==> config.mk <==
export PLATFORM = sky130hd
export DESIGN_NAME = alu_gate_ctrl
export DESIGN_NICKNAME = d
export VERILOG_FILES = /design/src/rtl/alu_pwr_pkg.sv /design/src/rtl/alu_pwr_sat_cnt.sv /design/src/rtl/alu_gate_ctrl.sv
export SDC_FILE = /design/constraint.sdc
export NUM_CORES = 1
export LEC_CHECK = 0
export BUFFER_PORTS_ARGS = -buffer_cell sky130_fd_sc_hd__buf_2
export CORE_UTILIZATION = 30
export CTS_CLUSTER_SIZE = 8
export DETAILED_ROUTE_END_ITERATION = 10
export GPL_TIMING_DRIVEN = 0
export SYNTH_ARGS = -nofsm -noshare
export SYNTH_HDL_FRONTEND = slang
export SYNTH_SLANG_ARGS = --single-unit
==> constraint.sdc <==
create_clock -name Clk -period 3.5 [get_ports Clk]
set_clock_uncertainty 0.2 [all_clocks]
set_input_delay 0.175 -clock Clk [delete_from_list [all_inputs] [get_ports Clk]]
set_output_delay 0.175 -clock Clk [all_outputs]
set_load 0.005 [all_outputs]
==> src/rtl/alu_pwr_pkg.sv <==
// Shared types and defaults for the ALU clock-gate controller.
// Imported by the controller top and its saturating counters.
package alu_pwr_pkg;

    typedef enum logic [1:0] {
        SLEEP  = 2'd0,
        WAKE   = 2'd1,
        ACTIVE = 2'd2
    } pwr_state_t;

    localparam int OP_W_DEF  = 4;
    localparam int CNT_W_DEF = 32;

endpackage

==> src/rtl/alu_pwr_sat_cnt.sv <==
// Saturating up-counter with synchronous clear.
// The clear input wins over the increment input.
module alu_pwr_sat_cnt #(
    parameter int W = 32
) (
    input  logic         clk,
    input  logic         rst_n,
    input  logic         inc,
    input  logic         clr,
    output logic [W-1:0] q
);

    always_ff @(posedge clk or negedge rst_n) begin
        if (!rst_n) begin
            q <= '0;
        end else if (clr) begin
            q <= '0;
        end else if (inc && (q != '1)) begin
            q <= q + 1'b1;
        end
    end

endmodule

==> src/rtl/alu_gate_ctrl.sv <==
// Enable controller for the ALU clock-gating cell.
// Wakes the gated clock ahead of issue and sleeps after an idle interval.
module alu_gate_ctrl
    import alu_pwr_pkg::*;
#(
    parameter int OP_W        = OP_W_DEF,
    parameter int IDLE_CYCLES = 8,
    parameter int WAKE_CYCLES = 1,
    parameter int CNT_W       = CNT_W_DEF
) (
    input  logic             Clk,
    input  logic             Rst_n,
    input  logic             Req_Valid,
    input  logic [OP_W-1:0]  Req_Op,
    output logic             Req_Ready,
    input  logic             Busy,
    input  logic             Force_On,
    input  logic             Cnt_Clr,
    output logic             Enable,
    output logic             Alu_Start,
    output logic [OP_W-1:0]  Alu_Op,
    output logic [CNT_W-1:0] Gated_Cnt,
    output logic [CNT_W-1:0] Active_Cnt
);

    localparam logic [7:0] IDLE_LAST = 8'(IDLE_CYCLES - 1);
    localparam logic [3:0] WAKE_LAST = 4'(WAKE_CYCLES - 1);

    pwr_state_t state;
    pwr_state_t state_nxt;
    logic [7:0] idle_cnt;
    logic [7:0] idle_nxt;
    logic [3:0] wake_cnt;
    logic [3:0] wake_nxt;
    logic       accept;
    logic       activity;

    // Ready depends on state only, never on Req_Valid.
    assign Req_Ready = (state == ACTIVE);
    assign accept    = Req_Valid & Req_Ready;
    assign activity  = Req_Valid | Busy | Force_On | Alu_Start;

    always_comb begin
        state_nxt = state;
        idle_nxt  = idle_cnt;
        wake_nxt  = wake_cnt;
        unique case (state)
            SLEEP: begin
                idle_nxt = '0;
                wake_nxt = '0;
                if (Req_Valid | Busy | Force_On) begin
                    state_nxt = WAKE;
                end
            end
            WAKE: begin
                if (wake_cnt == WAKE_LAST) begin
                    wake_nxt  = '0;
                    idle_nxt  = '0;
                    state_nxt = ACTIVE;
                end else begin
                    wake_nxt = wake_cnt + 4'd1;
                end
            end
            ACTIVE: begin
                if (activity) begin
                    idle_nxt = '0;
                end else if (idle_cnt == IDLE_LAST) begin
                    idle_nxt  = '0;
                    state_nxt = SLEEP;
                end else begin
                    idle_nxt = idle_cnt + 8'd1;
                end
            end
            default: begin
                idle_nxt  = '0;
                wake_nxt  = '0;
                state_nxt = SLEEP;
            end
        endcase
    end

    always_ff @(posedge Clk or negedge Rst_n) begin
        if (!Rst_n) begin
            state    <= SLEEP;
            idle_cnt <= '0;
            wake_cnt <= '0;
        end else begin
            state    <= state_nxt;
            idle_cnt <= idle_nxt;
            wake_cnt <= wake_nxt;
        end
    end

    // Enable tracks the next state so it leads the state register by nothing.
    always_ff @(posedge Clk or negedge Rst_n) begin
        if (!Rst_n) begin
            Enable    <= 1'b0;
            Alu_Start <= 1'b0;
            Alu_Op    <= '0;
        end else begin
            Enable    <= (state_nxt != SLEEP);
            Alu_Start <= accept;
            if (accept) begin
                Alu_Op <= Req_Op;
            end
        end
    end

    alu_pwr_sat_cnt #(
        .W (CNT_W)
    ) u_gated_cnt (
        .clk   (Clk),
        .rst_n (Rst_n),
        .inc   (~Enable),
        .clr   (Cnt_Clr),
        .q     (Gated_Cnt)
    );

    alu_pwr_sat_cnt #(
        .W (CNT_W)
    ) u_active_cnt (
        .clk   (Clk),
        .rst_n (Rst_n),
        .inc   (Enable),
        .clr   (Cnt_Clr),
        .q     (Active_Cnt)
    );

endmodule

* Yosys cells after proc, flatten, opt, wreduce, memory -nomap -nowiden
Index checks and enable logic that the tools add are counted.
** Word-level totals
- Output and inout port bits :: 71
- Word-level logic and storage cells :: 45
- Flip-flop bits (word level) :: 84
** Cells by class
- Bitwise gates (word level) :: 5
- $add $sub $neg :: 4
- Muxes and demuxes :: 15
- Reduce and logical (&&, ||, !) cells :: 7
- Eq/ne operators :: 6
** Operators with widths (number)
- $mux W32 :: 4
- $add A32 B1 Y32 const B :: 2
- $ne A32 B32 Y1 const B :: 2
- $mux W8 :: 3
- $pmux W8 S2 :: 1
- $add A8 B1 Y8 const B :: 1
- $eq A8 B3 Y1 const B :: 1
- $mux W2 :: 4
- $pmux W4 S2 :: 1
- $pmux W2 S3 :: 1
- $reduce_bool A2 Y1 :: 3
- $add A4 B1 Y4 const B :: 1
- $logic_not A4 Y1 :: 1
- $mux W4 :: 1
- $or A1 B1 Y1 :: 3
- $eq A2 B1 Y1 const B :: 1
- $eq A2 B2 Y1 const B :: 1
- $logic_and A1 B1 Y1 :: 2
- $logic_not A2 Y1 :: 1
- $ne A2 B2 Y1 const B :: 1
- $and A1 B1 Y1 :: 1
- $not A1 Y1 :: 1

* Longest topological paths before layout
Gate-level depths: netlist (run 1).
- Depth in word-level cells :: 6
- Depth in mapped cells :: 8

* Cells and area by module
Synthesis (run 1) repeated with hierarchy kept, for this count alone.
** Second synthesis, totals
- Cell total of the unflattened synthesis :: 489
- Area, all modules :: 4687.0 um^2
** By module, submodules not included
- alu_pwr_sat_cnt :: sequential area each 800.8 um^2, cells an instance 198, times used 2, area an instance 1854.3 um^2
- alu_gate_ctrl :: sequential area each 500.5 um^2, cells an instance 93, times used 1, area an instance 978.4 um^2

* Worst setup path before layout (run 1)
Ideal clock, no wire load.
- Kind :: flip-flop to flip-flop
- From :: register u_active_cnt.q[0]
- To :: register u_active_cnt.q[2]
- Required time :: 3.175 ns
- Buffers on the path :: 2
- Clock period less this slack :: 2.098 ns
- Slack :: 1.402 ns
- Stages on the path, launching flop included :: 9
- Data arrival time :: 1.773 ns
- Setup time :: 0.125 ns
- Path through :: dfrtp_1 ha_1 and4_1 buf_2 nand4_1 o31ai_2 buf_4 nor2_1 mux2_2
** Between the ends
- Cells in the longest elaborated chain, start to end :: 3
- Elaborated cells between the ends (all ways) :: 6
- Those cells by class :: add/sub (1); eq/ne (1); mux (2); reduce/logical (2)
** RTL lines
- start: declaration :: RTL line alu_pwr_sat_cnt.sv:10 : output logic [W-1:0] q
- start signal: assignment :: RTL line alu_pwr_sat_cnt.sv:19 : q <= q + 1'b1;
- $add A32 B1 Y32 / $ne A32 B32 Y1 (equally long branches) :: RTL line alu_pwr_sat_cnt.sv:19, alu_pwr_sat_cnt.sv:18
- $mux W32 / $logic_and A1 B1 Y1 (equally long branches) :: RTL line alu_pwr_sat_cnt.sv:18 : end else if (inc && (q != '1)) begin
- $mux W32 / $reduce_bool A2 Y1 (equally long branches)
Parallel ways exist; a longest one is shown, timed or not. The select of a mux whose other input is x is not followed.
A chain may end at the register's enable or synchronous reset.

* Final worst setup path (run 1)
Ends and elaborated chain as after synthesis.

==> metrics.yaml, run 1 <==
place:
  dp_hpwl_um: 8870
  gp_congestion: 0.842
  port_buffers: 80
synthesis:
  synth_cell_types: 58
  synth_edf_count: 0
  synth-seq-cells: 84
  ys_warn_count: 0
  seq_area_frac_synth_pct: 45.4
  mappedNetlistArea_um2: 4630
  synthCells: 488
  syn_nets: 503
  postSynth.asyncResetShare_pct: 100
  yosysTopAreaCell: "dfrtp_1"
  synth.top_cell.area_share_pct: 45.4
  ys.flop_type: "dfrtp_1"
  avgSynthCellArea_um2: 9.48
  ys_top_cells_by_area: "dfrtp_1 45%, o21ai_0 3.6%, a21oi_1 3.5%"
clock_network:
  htree_levels: 3
  cts_root_buffer: "clkbuf_16"
  cts_tree: "yes"
  clk_latency_ps: 340
  cts.sinks: 84
  cts.clk_slew.worst_paths_ps: 60
  post_cts_buffers: 0
  cts_buffers: 9
  cts_buffer_depth: 2
floorplanning:
  design.core.area_um2: 15100
  dieHeight_um: 126
  die_w_um: 126
  rows: 45
  start_util_pct: 30.6
  pin_count: 81
  dieArea_um2: 15900
drt:
  drt_iter0_drc: 273
  drt_pass1_iterations: 6
  drc: 0
  vias: 4184
  vias_per_cell: 5.35
  wirelength_um: 12300
  wl_per_cell_um: 15.7
  ant_nets: 0
timing:
  rsz0062_at_grt: "no"
  setup_viol_count_final: 0
  fin_tns_setup_ps: 0
  finalMaxSlewViolations: 0
  finalHoldViolations: 0
  fmax_mhz: 402
  max-slew-margin-rel_pct: 46.1
  fin_crit_sh_pct: 71.1
  timing.final.crit_period_ps: 2490
  worst_slew_pin_slew_ps: 801
power_and_ir_drop:
  p_int_w: 0.00160
  power_leakage_nw: 2.40
  ir_worst_vdd_mv: 0.244
  p_total_w: 0.00205
  clkPwrFrac_pct: 47.9
  switchingPower_w: 0.000449
  swShare_pct: 21.9
  p_per_area_nw_per_um2: 360
  p_comb_share_pct: 3.8
  power_frac_seq_pct: 48.2
grt:
  grt_max_degree: 45
  grt_pass1_vias: 4094
  grt_overflow: 0
  antenna_found_initial: 0
  grtUsageTotal_pct: 16.3
  grt_pass1_wl_um: 20700
run:
  drv_cap: 0
critical_path:
  arrival_ps: 2520
  worstSetupPathType: "reg2reg"
  crit_path_max_fanout: 10
  worst_setup_path_start_kind: "flop"
  critPathRequiredTime_ps: 3530
  crit_path_end_kind: "flop"
  r2r_slack_ps: 1010
layout:
  area_delta_synth_final_pct: 22.7
  nets: 604
  antennaDiodeCount: 0
  final_cell_mix: "84 x dfrtp_1, 83 x buf_2, 41 x nor2_1"
  drive_above_1_share_pct: 22.1
  nFillCells: 1531
  final_common_cell: "dfrtp_1"
hold_path:
  min_path_type: "in2reg"
status:
  status: "finished clean"
[sequential cells by signal, summed over array words and instances, names as in the netlist]
signal,flops
Enable,1
Alu_Start,1
idle_cnt,8
Alu_Op,4
u_active_cnt.q,32
wake_cnt,4
u_gated_cnt.q,32
state,2
[cell type report]
cell class                      count  area, um^2  share of cell area [%]
Buffer                             20         110                    1.94
Sequential cell                    84        2100                    37.0
Timing Repair Buffer               90         513                    9.03
Inverter                            9        33.8                   0.595
Clock buffer                       12         256                    4.52
Multi-Input combinational cell    375        2380                    41.9
Clock inverter                      4        47.5                   0.837
Tap cell                          188         235                    4.14
[cells in the mapped netlist, types with 9 or more instances]
cell and n:
inv_1 9, a21oi_1 32, nor3_1 11, nor2_1 41
or4_1 11, o21ai_0 33, and4_1 10, nand3_1 31
dfrtp_1 84, nand4_1 25, clkbuf_1 11, o31ai_1 12
or3_1 21, nand2_1 37, xnor2_1 16, xor2_1 11
[path summary, 6_finish.rpt]
| check | start | end | depth (start not counted) |
|---|---|---|---|
| max | u_active_cnt.q[0] | u_active_cnt.q[2] | 8 |
| min | Busy | idle_cnt[4] | 5 |
| max reg2reg | u_active_cnt.q[0] | u_active_cnt.q[2] | 8 |
| min reg2reg | state[1] | state[0] | 1 |
| max in group asynchronous | Rst_n | u_gated_cnt.q[11] | 3 |
| min in group asynchronous | Rst_n | idle_cnt[3] | 2 |
[cell families after synthesis]
kind of cell	after synthesis	synth area share, %
XOR/XNOR	27	5.11
buffers and inverters	29	3.11
adder cells (fa/ha/maj)	5	1.35
flip-flops	84	45.4
multiplexers	9	2.14
AND/OR/NAND/NOR	230	28.6
AO/OA/AOI/OAI	104	14.3
[timing repair]
action,in CTS,in global routing
gates resized for setup,0,0
hold buffers,9,0
endpoints found under the hold margin,50,0
[power groups by stage]
stage | clock network (W) | logic, W | registers [W]
after floorplan | 0 | 0.0000246 | 0.00100
after global placement | 0 | 0.0000693 | 0.00100
after detailed placement | 0 | 0.0000744 | 0.00100
after CTS | 0.00101 | 0.0000818 | 0.000987
after global routing | 0.00105 | 0.0000909 | 0.000988
final | 0.000981 | 0.0000786 | 0.000987
[critical path, stage by stage (launching register included)]
cell and delay [ps]:
dfrtp_1 440, ha_1 240, and4_1 180, buf_2 180, nand4_1 180, o31ai_2 400, buf_4 250, nor2_1 60
mux2_2 260
[metal layers]
layer  vias to the layer above  wire length [um]  track usage [%]
li1                       2039                 -                -
met2                        76              5840             26.1
met5                         -                 0                0
met1                      2059              5830             21.3
met4                         0               130             5.39
met3                        10               487             4.16
[stage by stage]
step                      hold WS (ps)  util (%)  instances  cell area, um^2  worst slack [ps]
after floorplan                   -321         -        488             4630              1400
after global placement             206      34.8        756             5260              1160
after detailed placement          31.1      34.9        757             5290              1070
after CTS                         72.8      37.5        782             5680              1040
after global routing               131      37.5        782             5680               827
final                             90.6      37.5        782             5680              1010
(Power assumes the default switching activity.)
==> run 2: changes to the inputs <==
==> constraint.sdc (replaced) <==
create_clock -name Clk -period 2.3 [get_ports Clk]
set_clock_uncertainty 0.2 [all_clocks]
set_input_delay 0.115 -clock Clk [delete_from_list [all_inputs] [get_ports Clk]]
set_output_delay 0.115 -clock Clk [all_outputs]
set_load 0.005 [all_outputs]
==> run 2 against run 1 <==
Net effect:
- the run now ends with negative hold slack left
- setup slack got worse by 950 ps
- critical endpoint is now u_gated_cnt.q[23]
- first-iteration DRC count decreased by 2.9%
- wire length increased by 1.8%
- via count increased by 2.6%
- core utilization increased by 1.6 points
- critical path depth decreased by 2
- cell area increased by 4.3%
- cell count increased by 2.0%
- critical path type unchanged
- maximum frequency increased by 11%
- count of clock-buffer cells in the layout unchanged
==> metrics.yaml, run 2 (synthesized netlist as in run 1, its figures left out) <==
layout:
  top_regs: "u_active_cnt.q (32), u_gated_cnt.q (32), idle_cnt (8)"
  nets: 620
  fin_util_pct: 39.1
  final_common_cell: "buf_2"
  area_delta_synth_final_pct: 28.0
  stdcell_count: 798
  antennaDiodeCount: 0
  drive_above_1_share_pct: 27.2
  final_cell_mix: "80 x buf_2, 79 x dfrtp_1, 41 x nor2_1"
floorplanning:
  pin_count: 81
  dieHeight_um: 126
  die_w_um: 126
  start_util_pct: 30.6
  dieArea_um2: 15900
  design.core.area_um2: 15100
  rows: 45
drt:
  drc: 0
  vias: 4291
  ant_nets: 0
  drt_pass1_iterations: 4
  vias_per_cell: 5.38
  wl_per_cell_um: 15.7
  wirelength_um: 12500
  drt_iter0_drc: 265
grt:
  grtUsageTotal_pct: 16.4
  grt_pass1_wl_um: 20900
  grt_max_degree: 45
  antenna_found_initial: 0
  grt_overflow: 0
  grt_pass1_vias: 4087
clock_network:
  cts_buffers: 9
  cts.sinks: 84
  cts_buffer_depth: 2
  cts_root_buffer: "clkbuf_16"
  cts_tree: "yes"
  cts.clk_slew.worst_paths_ps: 60
  htree_levels: 3
  clk_latency_ps: 350
timing:
  worst_slew_pin_slew_ps: 652
  fin_crit_sh_pct: 97.4
  fin_tns_setup_ps: 0
  max-slew-margin-rel_pct: 56.4
  setup_viol_count_final: 0
  finalHoldViolations: 1
  finalMaxSlewViolations: 0
  whs_ps: -5.48
  fmax_mhz: 446
  timing.final.crit_period_ps: 2240
  rsz0062_at_grt: "yes"
critical_path:
  critPathRequiredTime_ps: 2330
  reg2regPathDepth: 6
  critPathMaxStageDelay_ps: 480
  worstSetupPathType: "reg2reg"
  crit_path_max_fanout: 6
  crit_path_end_kind: "flop"
  reg2reg_from: "u_gated_cnt.q[13]"
  arrival_ps: 2270
  cp_slowest_cell: "dfrtp_1"
  r2r-end: "u_gated_cnt.q[23]"
  worst_setup_path_start_kind: "flop"
  cp_cell_sequence: "nand4_2, or3_1, buf_6, o2111a_1, nand3_1, mux2_2"
  r2r_slack_ps: 60
place:
  dp.cells: 757
  dp_hpwl_um: 8870
  gp_congestion: 0.842
  port_buffers: 80
hold_path:
  hold_start: "Busy"
  min_path_cells: 5
  hold_end: "idle_cnt[4]"
  min_path_type: "in2reg"
power_and_ir_drop:
  power_leakage_nw: 2.51
  p_total_w: 0.00313
  power_frac_seq_pct: 47.9
  switchingPower_w: 0.000693
  p_int_w: 0.00244
  clkPwrFrac_pct: 47.9
  p_per_area_nw_per_um2: 529
  swShare_pct: 22.1
  ir_worst_vdd_mv: 0.377
  p_comb_share_pct: 4.2
run:
  drv_cap: 0
status:
  status: "complete, but fails checks"
  violations: "negative hold slack"
-- run 2: power by group through the flow --
stage / sequential [W] / clock, W / combinational [W]
floorplan: 0.00153 / 0 / 0.0000374
finish: 0.00150 / 0.00150 / 0.000132
CTS: 0.00150 / 0.00154 / 0.000132
global route: 0.00150 / 0.00159 / 0.000152
detailed placement: 0.00153 / 0 / 0.000113
global placement: 0.00153 / 0 / 0.000106
-- run 2: worst max-delay path by stage --
stage,from,to,depth (start not counted)
after floorplan,u_active_cnt.q[0],u_active_cnt.q[2],8
after global placement,u_active_cnt.q[0],u_active_cnt.q[2],8
after detailed placement,u_active_cnt.q[0],u_active_cnt.q[2],8
after CTS,u_gated_cnt.q[24],u_gated_cnt.q[23],6
after global routing,idle_cnt[5],Enable,4
final,u_gated_cnt.q[13],u_gated_cnt.q[23],6
-- run 2: layout make-up --
cell class / instances / area [um^2]
Buffer: 19 / 121
Clock buffer: 12 / 256
Clock inverter: 4 / 47.5
Fill cell: 1516 / 9220
Inverter: 9 / 33.8
Multi-Input combinational cell: 375 / 2480
Sequential cell: 84 / 2110
Tap cell: 188 / 235
Timing Repair Buffer: 107 / 641
-- run 2: layer usage --
layer	part of all wire (%)	wire [um]	global-route usage, %	up-vias
met4	1.2	144	5.60	0
met2	48	5970	26.3	82
met5	0	0	0	-
met1	47	5860	21.4	2122
li1	-	-	-	2077
met3	4.3	534	4.29	10
-- run 2: repair_timing --
action                                  CTS  global route
endpoints found under the setup margin   25            48
gates cloned                              0             1
pin swaps                                 4            11
hold buffers                              9             0
setup buffers                             5            12
hold endpoints to repair                 54             0
gates resized for setup                   4            27
-- run 2: worst max-delay path: cells and delay by family (launching register included) --
family	cells	cell delay, ps
AOI/OAI and AO/OA	1	260
buffers and inverters	1	150
DFF	1	480
muxes	1	320
and+or+nand+nor	3	720
-- run 2: metrics by stage --
| stage | area (um^2) | setup WS (ps) |
|---|---|---|
| after floorplan | 4630 | 202 |
| after global placement | 5260 | -38.2 |
| after detailed placement | 5290 | -134 |
| after CTS | 5740 | 9.65 |
| after global routing | 5920 | -55.2 |
| final | 5920 | 59.1 |
